[src/rtl/gym_pkg.sv]
// Shared types and key codes for the gym character mover.
package gym_pkg;

    typedef enum logic [1:0] {
        DOWN  = 2'd0,
        UP    = 2'd1,
        LEFT  = 2'd2,
        RIGHT = 2'd3
    } dir_t;

    typedef enum logic [1:0] {
        S_IDLE = 2'd0,
        S_TURN = 2'd1,
        S_WALK = 2'd2
    } state_t;

    // USB HID usage codes for the WASD cluster
    localparam logic [7:0] KEY_S = 8'h16;
    localparam logic [7:0] KEY_W = 8'h1A;
    localparam logic [7:0] KEY_A = 8'h04;
    localparam logic [7:0] KEY_D = 8'h07;

endpackage

[src/rtl/gym_key_decoder.sv]
// Maps a held HID keycode onto a walk direction; anything else is no request.
module gym_key_decoder
    import gym_pkg::*;
(
    input  logic [7:0] keycode_i,
    output logic       valid_o,
    output dir_t       dir_o
);

    always_comb begin
        valid_o = 1'b1;
        dir_o   = DOWN;
        case (keycode_i)
            KEY_S:   dir_o = DOWN;
            KEY_W:   dir_o = UP;
            KEY_A:   dir_o = LEFT;
            KEY_D:   dir_o = RIGHT;
            default: valid_o = 1'b0;
        endcase
    end

endmodule

[src/rtl/gym_char_mover.sv]
// Sprite walk controller: one pixel per frame tick, steps of STEP_LEN pixels,
// with a one-cycle TURN so the external wall flag can follow a new facing.
module gym_char_mover
    import gym_pkg::*;
#(
    parameter int START_X  = 304,
    parameter int START_Y  = 300,
    parameter int STEP_LEN = 16,
    parameter int X_MAX    = 608,
    parameter int Y_MAX    = 448
) (
    input  logic       Clk,
    input  logic       Reset_n,
    input  logic       frame_tick,
    input  logic [7:0] keycode,
    input  logic       atBounds,
    output logic [1:0] direction,
    output logic [9:0] charxcurrpos,
    output logic [9:0] charycurrpos,
    output logic       walking,
    output logic [1:0] anim_frame
);

    localparam int CNT_W = (STEP_LEN > 16) ? $clog2(STEP_LEN) : 4;
    localparam logic [CNT_W-1:0] CNT_LAST = CNT_W'(STEP_LEN - 1);

    state_t           state_q, state_d;
    dir_t             dir_q, dir_d;
    logic [9:0]       x_q, x_d, y_q, y_d;
    logic [CNT_W-1:0] cnt_q, cnt_d;
    logic             walk_q, walk_d;
    logic [1:0]       anim_q, anim_d;
    logic             key_vld, at_limit;
    dir_t             key_dir;

    gym_key_decoder u_dec (
        .keycode_i (keycode),
        .valid_o   (key_vld),
        .dir_o     (key_dir)
    );

    // Screen clamp, independent of the room walls reported by atBounds
    always_comb begin
        case (dir_q)
            DOWN:    at_limit = (y_q >= 10'(Y_MAX));
            UP:      at_limit = (y_q == 10'd0);
            LEFT:    at_limit = (x_q == 10'd0);
            default: at_limit = (x_q >= 10'(X_MAX));
        endcase
    end

    always_ff @(posedge Clk or negedge Reset_n) begin
        if (!Reset_n) state_q <= S_IDLE;
        else          state_q <= state_d;
    end

    always_comb begin
        state_d = state_q;
        dir_d   = dir_q;
        x_d     = x_q;
        y_d     = y_q;
        cnt_d   = cnt_q;
        case (state_q)
            S_IDLE: begin
                if (key_vld) begin
                    dir_d   = key_dir;
                    state_d = S_TURN;
                end
            end
            S_TURN: begin
                state_d = S_WALK;
                cnt_d   = '0;
            end
            S_WALK: begin
                if (frame_tick) begin
                    if (atBounds || at_limit) begin
                        state_d = S_IDLE;
                        cnt_d   = '0;
                    end else begin
                        case (dir_q)
                            DOWN:    y_d = y_q + 10'd1;
                            UP:      y_d = y_q - 10'd1;
                            LEFT:    x_d = x_q - 10'd1;
                            default: x_d = x_q + 10'd1;
                        endcase
                        // Keys are only re-examined once a whole step is done
                        if (cnt_q == CNT_LAST) begin
                            cnt_d = '0;
                            if (!key_vld) begin
                                state_d = S_IDLE;
                            end else if (key_dir != dir_q) begin
                                state_d = S_TURN;
                                dir_d   = key_dir;
                            end
                        end else begin
                            cnt_d = cnt_q + 1'b1;
                        end
                    end
                end
            end
            default: state_d = S_IDLE;
        endcase
    end

    always_comb begin
        walk_d = (state_d == S_WALK);
        anim_d = walk_d ? cnt_d[3:2] : 2'd0;
    end

    always_ff @(posedge Clk or negedge Reset_n) begin
        if (!Reset_n) begin
            dir_q  <= DOWN;
            x_q    <= 10'(START_X);
            y_q    <= 10'(START_Y);
            cnt_q  <= '0;
            walk_q <= 1'b0;
            anim_q <= 2'd0;
        end else begin
            dir_q  <= dir_d;
            x_q    <= x_d;
            y_q    <= y_d;
            cnt_q  <= cnt_d;
            walk_q <= walk_d;
            anim_q <= anim_d;
        end
    end

    assign direction    = dir_q;
    assign charxcurrpos = x_q;
    assign charycurrpos = y_q;
    assign walking      = walk_q;
    assign anim_frame   = anim_q;

endmodule

[config.mk]
export PLATFORM = sky130hd
export DESIGN_NAME = gym_char_mover
export DESIGN_NICKNAME = d
export VERILOG_FILES = /design/src/rtl/gym_pkg.sv /design/src/rtl/gym_key_decoder.sv /design/src/rtl/gym_char_mover.sv
export SDC_FILE = /design/constraint.sdc
export NUM_CORES = 1
export LEC_CHECK = 0
export CAP_MARGIN = 20
export CORE_ASPECT_RATIO = 1.2
export CORE_UTILIZATION = 59
export CTS_BUF_LIST = sky130_fd_sc_hd__clkbuf_4 sky130_fd_sc_hd__clkbuf_8
export DETAILED_ROUTE_END_ITERATION = 10
export GPL_ROUTABILITY_DRIVEN = 0
export PLACE_DENSITY = 0.92
export SYNTH_ARGS = -nofsm -noshare
export SYNTH_HDL_FRONTEND = slang
export SYNTH_SLANG_ARGS = --single-unit
export TNS_END_PERCENT = 5
[constraint.sdc]
create_clock -name Clk -period 6.1 [get_ports Clk]
set_input_delay 0.61 -clock Clk [delete_from_list [all_inputs] [get_ports Clk]]
set_output_delay 0.61 -clock Clk [all_outputs]
set_load 0.02 [all_outputs]
==> flow_summary_export.csv, run 1 <==
group,metric,value,unit
synth,ys_seq_area_frac,0.314,
run,cap_violations,0,
clock_tree,cts_root_buf,"clkbuf_8",
worst_setup_path,slowest_stage,"dfrtp_1",
synth,synth_edf_count,0,
timing,hold_viol,0,
route,ant_nets,0,
power_and_ir_drop,p_per_area,438,mW/mm^2
global_routing,overflow,0,
place,hpwl,4200,microns
global_routing,track_usage,0.281,
final_layout,final_cell_area,0.00299,sq mm
synth,synth_ff_type,"dfrtp_1",
clock_tree,cts_setup_buffers,0,
worst_setup_path,critPathBufInv,1,
timing,worst_pin_slew,0.868,ns
route,route.detailed.drc,0,
floorplanning,coreArea,0.00400,sq mm
clock_tree,cts_tree,"built",
synth,ys_async_sr_fraction,1.00,
clock_tree,worstSkewPairLatency,0.29,ns
worst_setup_path,crit_family,"compound AO/OA/AOI/OAI gates",
timing,fin_crit,2.97,ns
global_routing,grt_max_degree,32,
timing,grt_setup_unrepaired,"false",
worst_setup_path,start_kind,"flip-flop",
timing,fin_hold_ws,0.500,ns
final_layout,fin_util,0.747,
synth,ys_ff_latch,31,
power_and_ir_drop,ir_drop,0.284,mV
place,place_area,0.00290,sq mm
synth,ys_top_cells_by_count,"nand2_1, dfrtp_1, ha_1",
clock_tree,clockBufferDepth,2,
route,drt_iter0_drc,141,
final_layout,drive_gt1_frac,0.0943,
timing,relSlewSlack,0.420,
final_layout,fillers,314,
worst_setup_path,cp.required,6.30,ns
synth,synth.most_common_cell,"nand2_1",
synth,synth_cell_types,56,
floorplanning,ios,37,
route,via_per_inst,6.18,
final_layout,num_antenna_cells,0,
floorplanning,die_w,61.4,microns
power_and_ir_drop,p_leak,0.00130,uW
clock_tree,cts_buffers,5,
timing,slew_viol_final,0,
route,dr_total_vias,2298,
floorplanning,start_util,0.624,
worst_setup_path,worst_setup_path_end_kind,"flip-flop",
floorplanning,die_area,0.00450,sq mm
synth,synthCells,279,
timing,tns,0,ns
route,wl,5620,microns
floorplanning,rows,25,
place,port_buffers,36,
synth,synth.avg_cell_area,8.96,sq um
synth,synth_top_area_frac,0.240,
synth,syn_nets,314,
clock_tree,clkTransAtPathRegs,0.07,ns
final_layout,area_delta_synth_final,19.7,%
hold_path,hp-class,"flip-flop to flip-flop",
worst_setup_path,path_max_fanout,14,
synth,synth-warning-count,0,
timing,max_freq,337,MHz
global_routing,grt_pass1_wl,9390,microns
global_routing,grt_pass1_vias,2130,
synth,yosys-top-cells-area,"dfrtp_1, ha_1, dfstp_2, nand2_1, o21ai_0",
clock_tree,ctsResizeCount,0,
timing,period_share,0.486,
final_layout,multi_input_area,0.00162,sq mm
synth,syn-cell-area,0.00250,sq mm
clock_tree,cts_sinks,31,
worst_setup_path,crit_type,"flip-flop to flip-flop",
final_layout,fin_nets,352,
route,wire_per_inst,15.1,microns
run_status,status,"completed",
route,first_pass_iters,4,
clock_tree,cts_hold_buffers,0,
final_layout,ff_latch_area,785,sq um
worst_setup_path,slowest_delay,0.64,ns
timing,fin_worst_skew,0.00978,ns
worst_setup_path,crit_chain,"nand2b_1 -> inv_1 -> ha_1 -> nor2b_1 -> o21ai_0 -> a21boi_0 -> o21ai_0 -> a21boi_0 -> o31ai_1",
synth,synth_top_cell_by_area,"dfrtp_1",
timing,setup_viol,0,
global_routing,antenna_found_initial,0,
floorplanning,die_y,73.3,microns
worst_setup_path,arrival,3.16,ns
clock_tree,cts_max_level,2,
==> routing by layer <==
layer | wire, microns | up-vias | GRT usage | share of wire
met2 | 2810 | 78 | 0.478 | 0.50
li1 | - | 1129 | - | -
met1 | 2400 | 1071 | 0.342 | 0.43
met5 | 0 | - | 0 | 0
met4 | 156 | 0 | 0.119 | 0.028
met3 | 253 | 20 | 0.0546 | 0.045
==> worst paths after layout <==
check / from / endpoint / slack, ns / cells after the start
max in group asynchronous: Reset_n / charxcurrpos[5] / 5.05 / 2
worst max-delay path: direction[1] / charxcurrpos[6] / 3.13 / 9
worst min-delay path: charxcurrpos[4] / charxcurrpos[4] / 0.50 / 2
min in group asynchronous: Reset_n / cnt_q[0] / 0.71 / 2
worst max register to register: direction[1] / charxcurrpos[6] / 3.13 / 9
worst min register to register: charxcurrpos[4] / charxcurrpos[4] / 0.50 / 2
==> report_power, final <==
| group | switching [uW] | internal (uW) | total (uW) |
|---|---|---|---|
| combinational | 405 | 350 | 755 |
| sequential | 101 | 287 | 387 |
| clock | 78.1 | 88.9 | 167 |
| total | 584 | 725 | 1310 |
==> sequential cells by signal, indices dropped and copies added, names as in the netlist <==
signal,flops
walking,1
state_q,2
anim_frame,2
direction,2
charycurrpos,10
cnt_q,4
charxcurrpos,10
==> cells by family after synthesis <==
logic type	count (synthesis)	share of synthesized area
buffers and inverters	23	0.0381
multiplexers	8	0.0356
flip-flops	31	0.314
adder cells (fa/ha/maj)	23	0.121
AO/OA/AOI/OAI	79	0.219
XOR/XNOR	15	0.0526
AND/OR/NAND/NOR	100	0.220
==> layout by cell type, fill, tap and decap left out, types with 3 or more instances in the layout <==
master            n
clkdlybuf4s50_1  36
nand2_1          27
dfrtp_1          24
ha_1             21
o21ai_0          20
inv_1            17
a21oi_1          13
nor2_1           11
xnor2_1          11
nor3_1           10
nand3_1          10
nor4_1            8
o31ai_1           8
mux2_2            7
dfstp_2           7
nand2b_1          5
o21a_1            5
clkbuf_8          5
nand4_1           4
a211o_1           4
xor2_1            4
nor2b_1           3
or3_1             3
nor3b_1           3
nand3b_1          3
and2_1            3
a211oi_1          3
a21o_1            3
==> through the flow <==
stage	setup WS (ns)	cells	power [uW]
after floorplan	3.46	279	890
after global placement	3.23	364	1100
after detailed placement	3.21	364	1130
after CTS	3.15	372	1310
after global routing	2.88	372	1410
final	3.13	372	1310
==> area by class of cell <==
class / instances / share of cell area
Clock buffer: 7 / 0.0280
Clock inverter: 1 / 0.00167
Inverter: 17 / 0.0213
Multi-Input combinational cell: 225 / 0.541
Sequential cell: 31 / 0.262
Tap cell: 54 / 0.0226
Timing Repair Buffer: 37 / 0.123
==> tightest hold or removal path, cell delays in order (launching register included) <==
cell and delay, ns:
dfstp_2 0.39, nand2_1 0.05, o31ai_1 0.06
Power figures use the tool's default switching activity.
==> run 2, diff against run 1 <==
- CORE_UTILIZATION: 59 -> 57
- PLACE_DENSITY: 0.92 -> 0.89
- clock period: 6.1 -> 2.9 ns (I/O delays scaled with it)
==> flow_summary_export.csv, run 2 (synthesis gave the netlist of run 1 again) <==
group,metric,value,unit
place,post-place-ws,0.301,ns
timing,worst_pin_slew,0.737,ns
run,cap_violations,0,
route,wl,5570,microns
floorplanning,die_area,0.00465,sq mm
worst_setup_path,crit_chain,"nand2b_1 -> inv_1 -> ha_1 -> nor2b_1 -> o21ai_0 -> a21boi_0 -> o21ai_0 -> nor3b_1 -> o31ai_1",
worst_setup_path,arrival,2.82,ns
global_routing,overflow,0,
route,dr_total_vias,2275,
floorplanning,ios,37,
power_and_ir_drop,p_per_area,925,mW/mm^2
timing,grt_setup_unrepaired,"false",
final_layout,mostFrequentLayoutCell,"clkdlybuf4s50_1",
timing,fin_worst_skew,0.00495,ns
route,drt_iter0_drc,89,
final_layout,fillers,315,
final_layout,layout_common_cells,"clkdlybuf4s50_1, nand2_1, dfrtp_1",
route,route.detailed.drc,0,
route,via_per_inst,6.02,
worst_setup_path,slowest_delay,0.42,ns
global_routing,track_usage,0.260,
clock_tree,cts_root_buf,"clkbuf_8",
final_layout,area_delta_synth_final,21.6,%
global_routing,grt_max_degree,32,
clock_tree,cts_hold_buffers,0,
route,first_pass_iters,4,
clock_tree,cts_sinks,31,
place,hpwl,4150,microns
floorplanning,die_w,62.4,microns
timing,slew_viol_final,0,
worst_setup_path,slowest_stage,"dfrtp_1",
route,wire_per_inst,14.7,microns
clock_tree,cts_buffers,5,
clock_tree,clockBufferDepth,2,
global_routing,grt_pass1_wl,9550,microns
clock_tree,worstSkewPairLatency,0.29,ns
timing,max_freq,376,MHz
timing,fin_crit,2.66,ns
timing,tns,0,ns
timing,hold_viol,0,
clock_tree,ctsResizeCount,0,
timing,period_share,0.917,
floorplanning,die_y,74.5,microns
power_and_ir_drop,ir_drop,0.469,mV
global_routing,antenna_found_initial,0,
power_and_ir_drop,power,2810,uW
floorplanning,rows,26,
timing,relSlewSlack,0.506,
floorplanning,start_util,0.591,
power_and_ir_drop,p_leak,0.00132,uW
worst_setup_path,worst_setup_path_end_kind,"flip-flop",
worst_setup_path,cp.required,3.06,ns
worst_setup_path,crit_top_cell,"o21ai_0",
timing,setup_ws,0.240,ns
clock_tree,clkTransAtPathRegs,0.07,ns
run_status,status,"completed",
clock_tree,cts_setup_buffers,0,
hold_path,hp-class,"input pin to asynchronous set/reset pin",
floorplanning,coreArea,0.00423,sq mm
global_routing,grt_pass1_vias,2215,
clock_tree,cts_max_level,2,
timing,setup_viol,0,
route,ant_nets,0,
place,port_buffers,36,
worst_setup_path,start_kind,"flip-flop",
worst_setup_path,path_max_fanout,11,
final_layout,drive_gt1_frac,0.106,
final_layout,num_antenna_cells,0,
final_layout,fin_nets,356,
worst_setup_path,crit_type,"flip-flop to flip-flop",
clock_tree,cts_tree,"built",
-- run 2: changes by cell type in the layout (fill, tap and decap cells not counted), sizes merged --
cell    previous run  this run
clkinv             1         0
clkbuf             7         8
buf                1         5
-- run 2: worst paths after layout --
check | slack (ns) | from | cells after the start | endpoint
min | 0.39 | Reset_n | 2 | charxcurrpos[7]
max | 0.24 | direction[0] | 9 | charxcurrpos[6]
max in group asynchronous | 2.17 | Reset_n | 2 | charxcurrpos[8]
min reg2reg | 0.50 | charxcurrpos[4] | 2 | charxcurrpos[4]
min in group Clk | 0.50 | charxcurrpos[4] | 2 | charxcurrpos[4]
max reg2reg | 0.24 | direction[0] | 9 | charxcurrpos[6]
-- run 2: through the flow --
| stage | hold slack (ns) | std cells | cell area (sq um) | util |
|---|---|---|---|---|
| final | 0.393 | 378 | 3040 | 0.719 |
| after global routing | 0.456 | 378 | 3040 | 0.719 |
| after CTS | 0.406 | 378 | 3040 | 0.719 |
| after detailed placement | 0.495 | 370 | 2940 | 0.694 |
| after global placement | 0.489 | 370 | 2940 | 0.694 |
| after floorplan | -0.00559 | 279 | 2500 | - |
-- run 2: power breakdown --
part,internal [uW],switching [uW],total (uW)
Clock,226,169,395
Sequential,603,192,795
Combinational,756,864,1620
-- run 2: worst max-delay path, delay by kind of cell (launching register included) --
family                     cells  cell delay, ns
buffers and inverters          1            0.29
DFF                            1            0.42
AOI/OAI and AO/OA              4            0.88
and+or+nand+nor                3            0.60
adders and majority gates      1            0.34
-- run 2: cell type report --
class,count,area (sq um),share of cell area
Clock buffer,8,104,0.0342
Inverter,17,63.8,0.0210
Sequential cell,31,785,0.258
Timing Repair Buffer,41,398,0.131
Multi-Input combinational cell,225,1620,0.533
Tap cell,56,70.1,0.0231
-- run 2: layer usage --
| layer | track usage | vias to the layer above | wire length [microns] |
|---|---|---|---|
| li1 | - | 1128 | - |
| met4 | 0.119 | 0 | 100 |
| met5 | 0 | - | 0 |
| met3 | 0.0552 | 11 | 263 |
| met2 | 0.471 | 66 | 2850 |
| met1 | 0.298 | 1070 | 2360 |
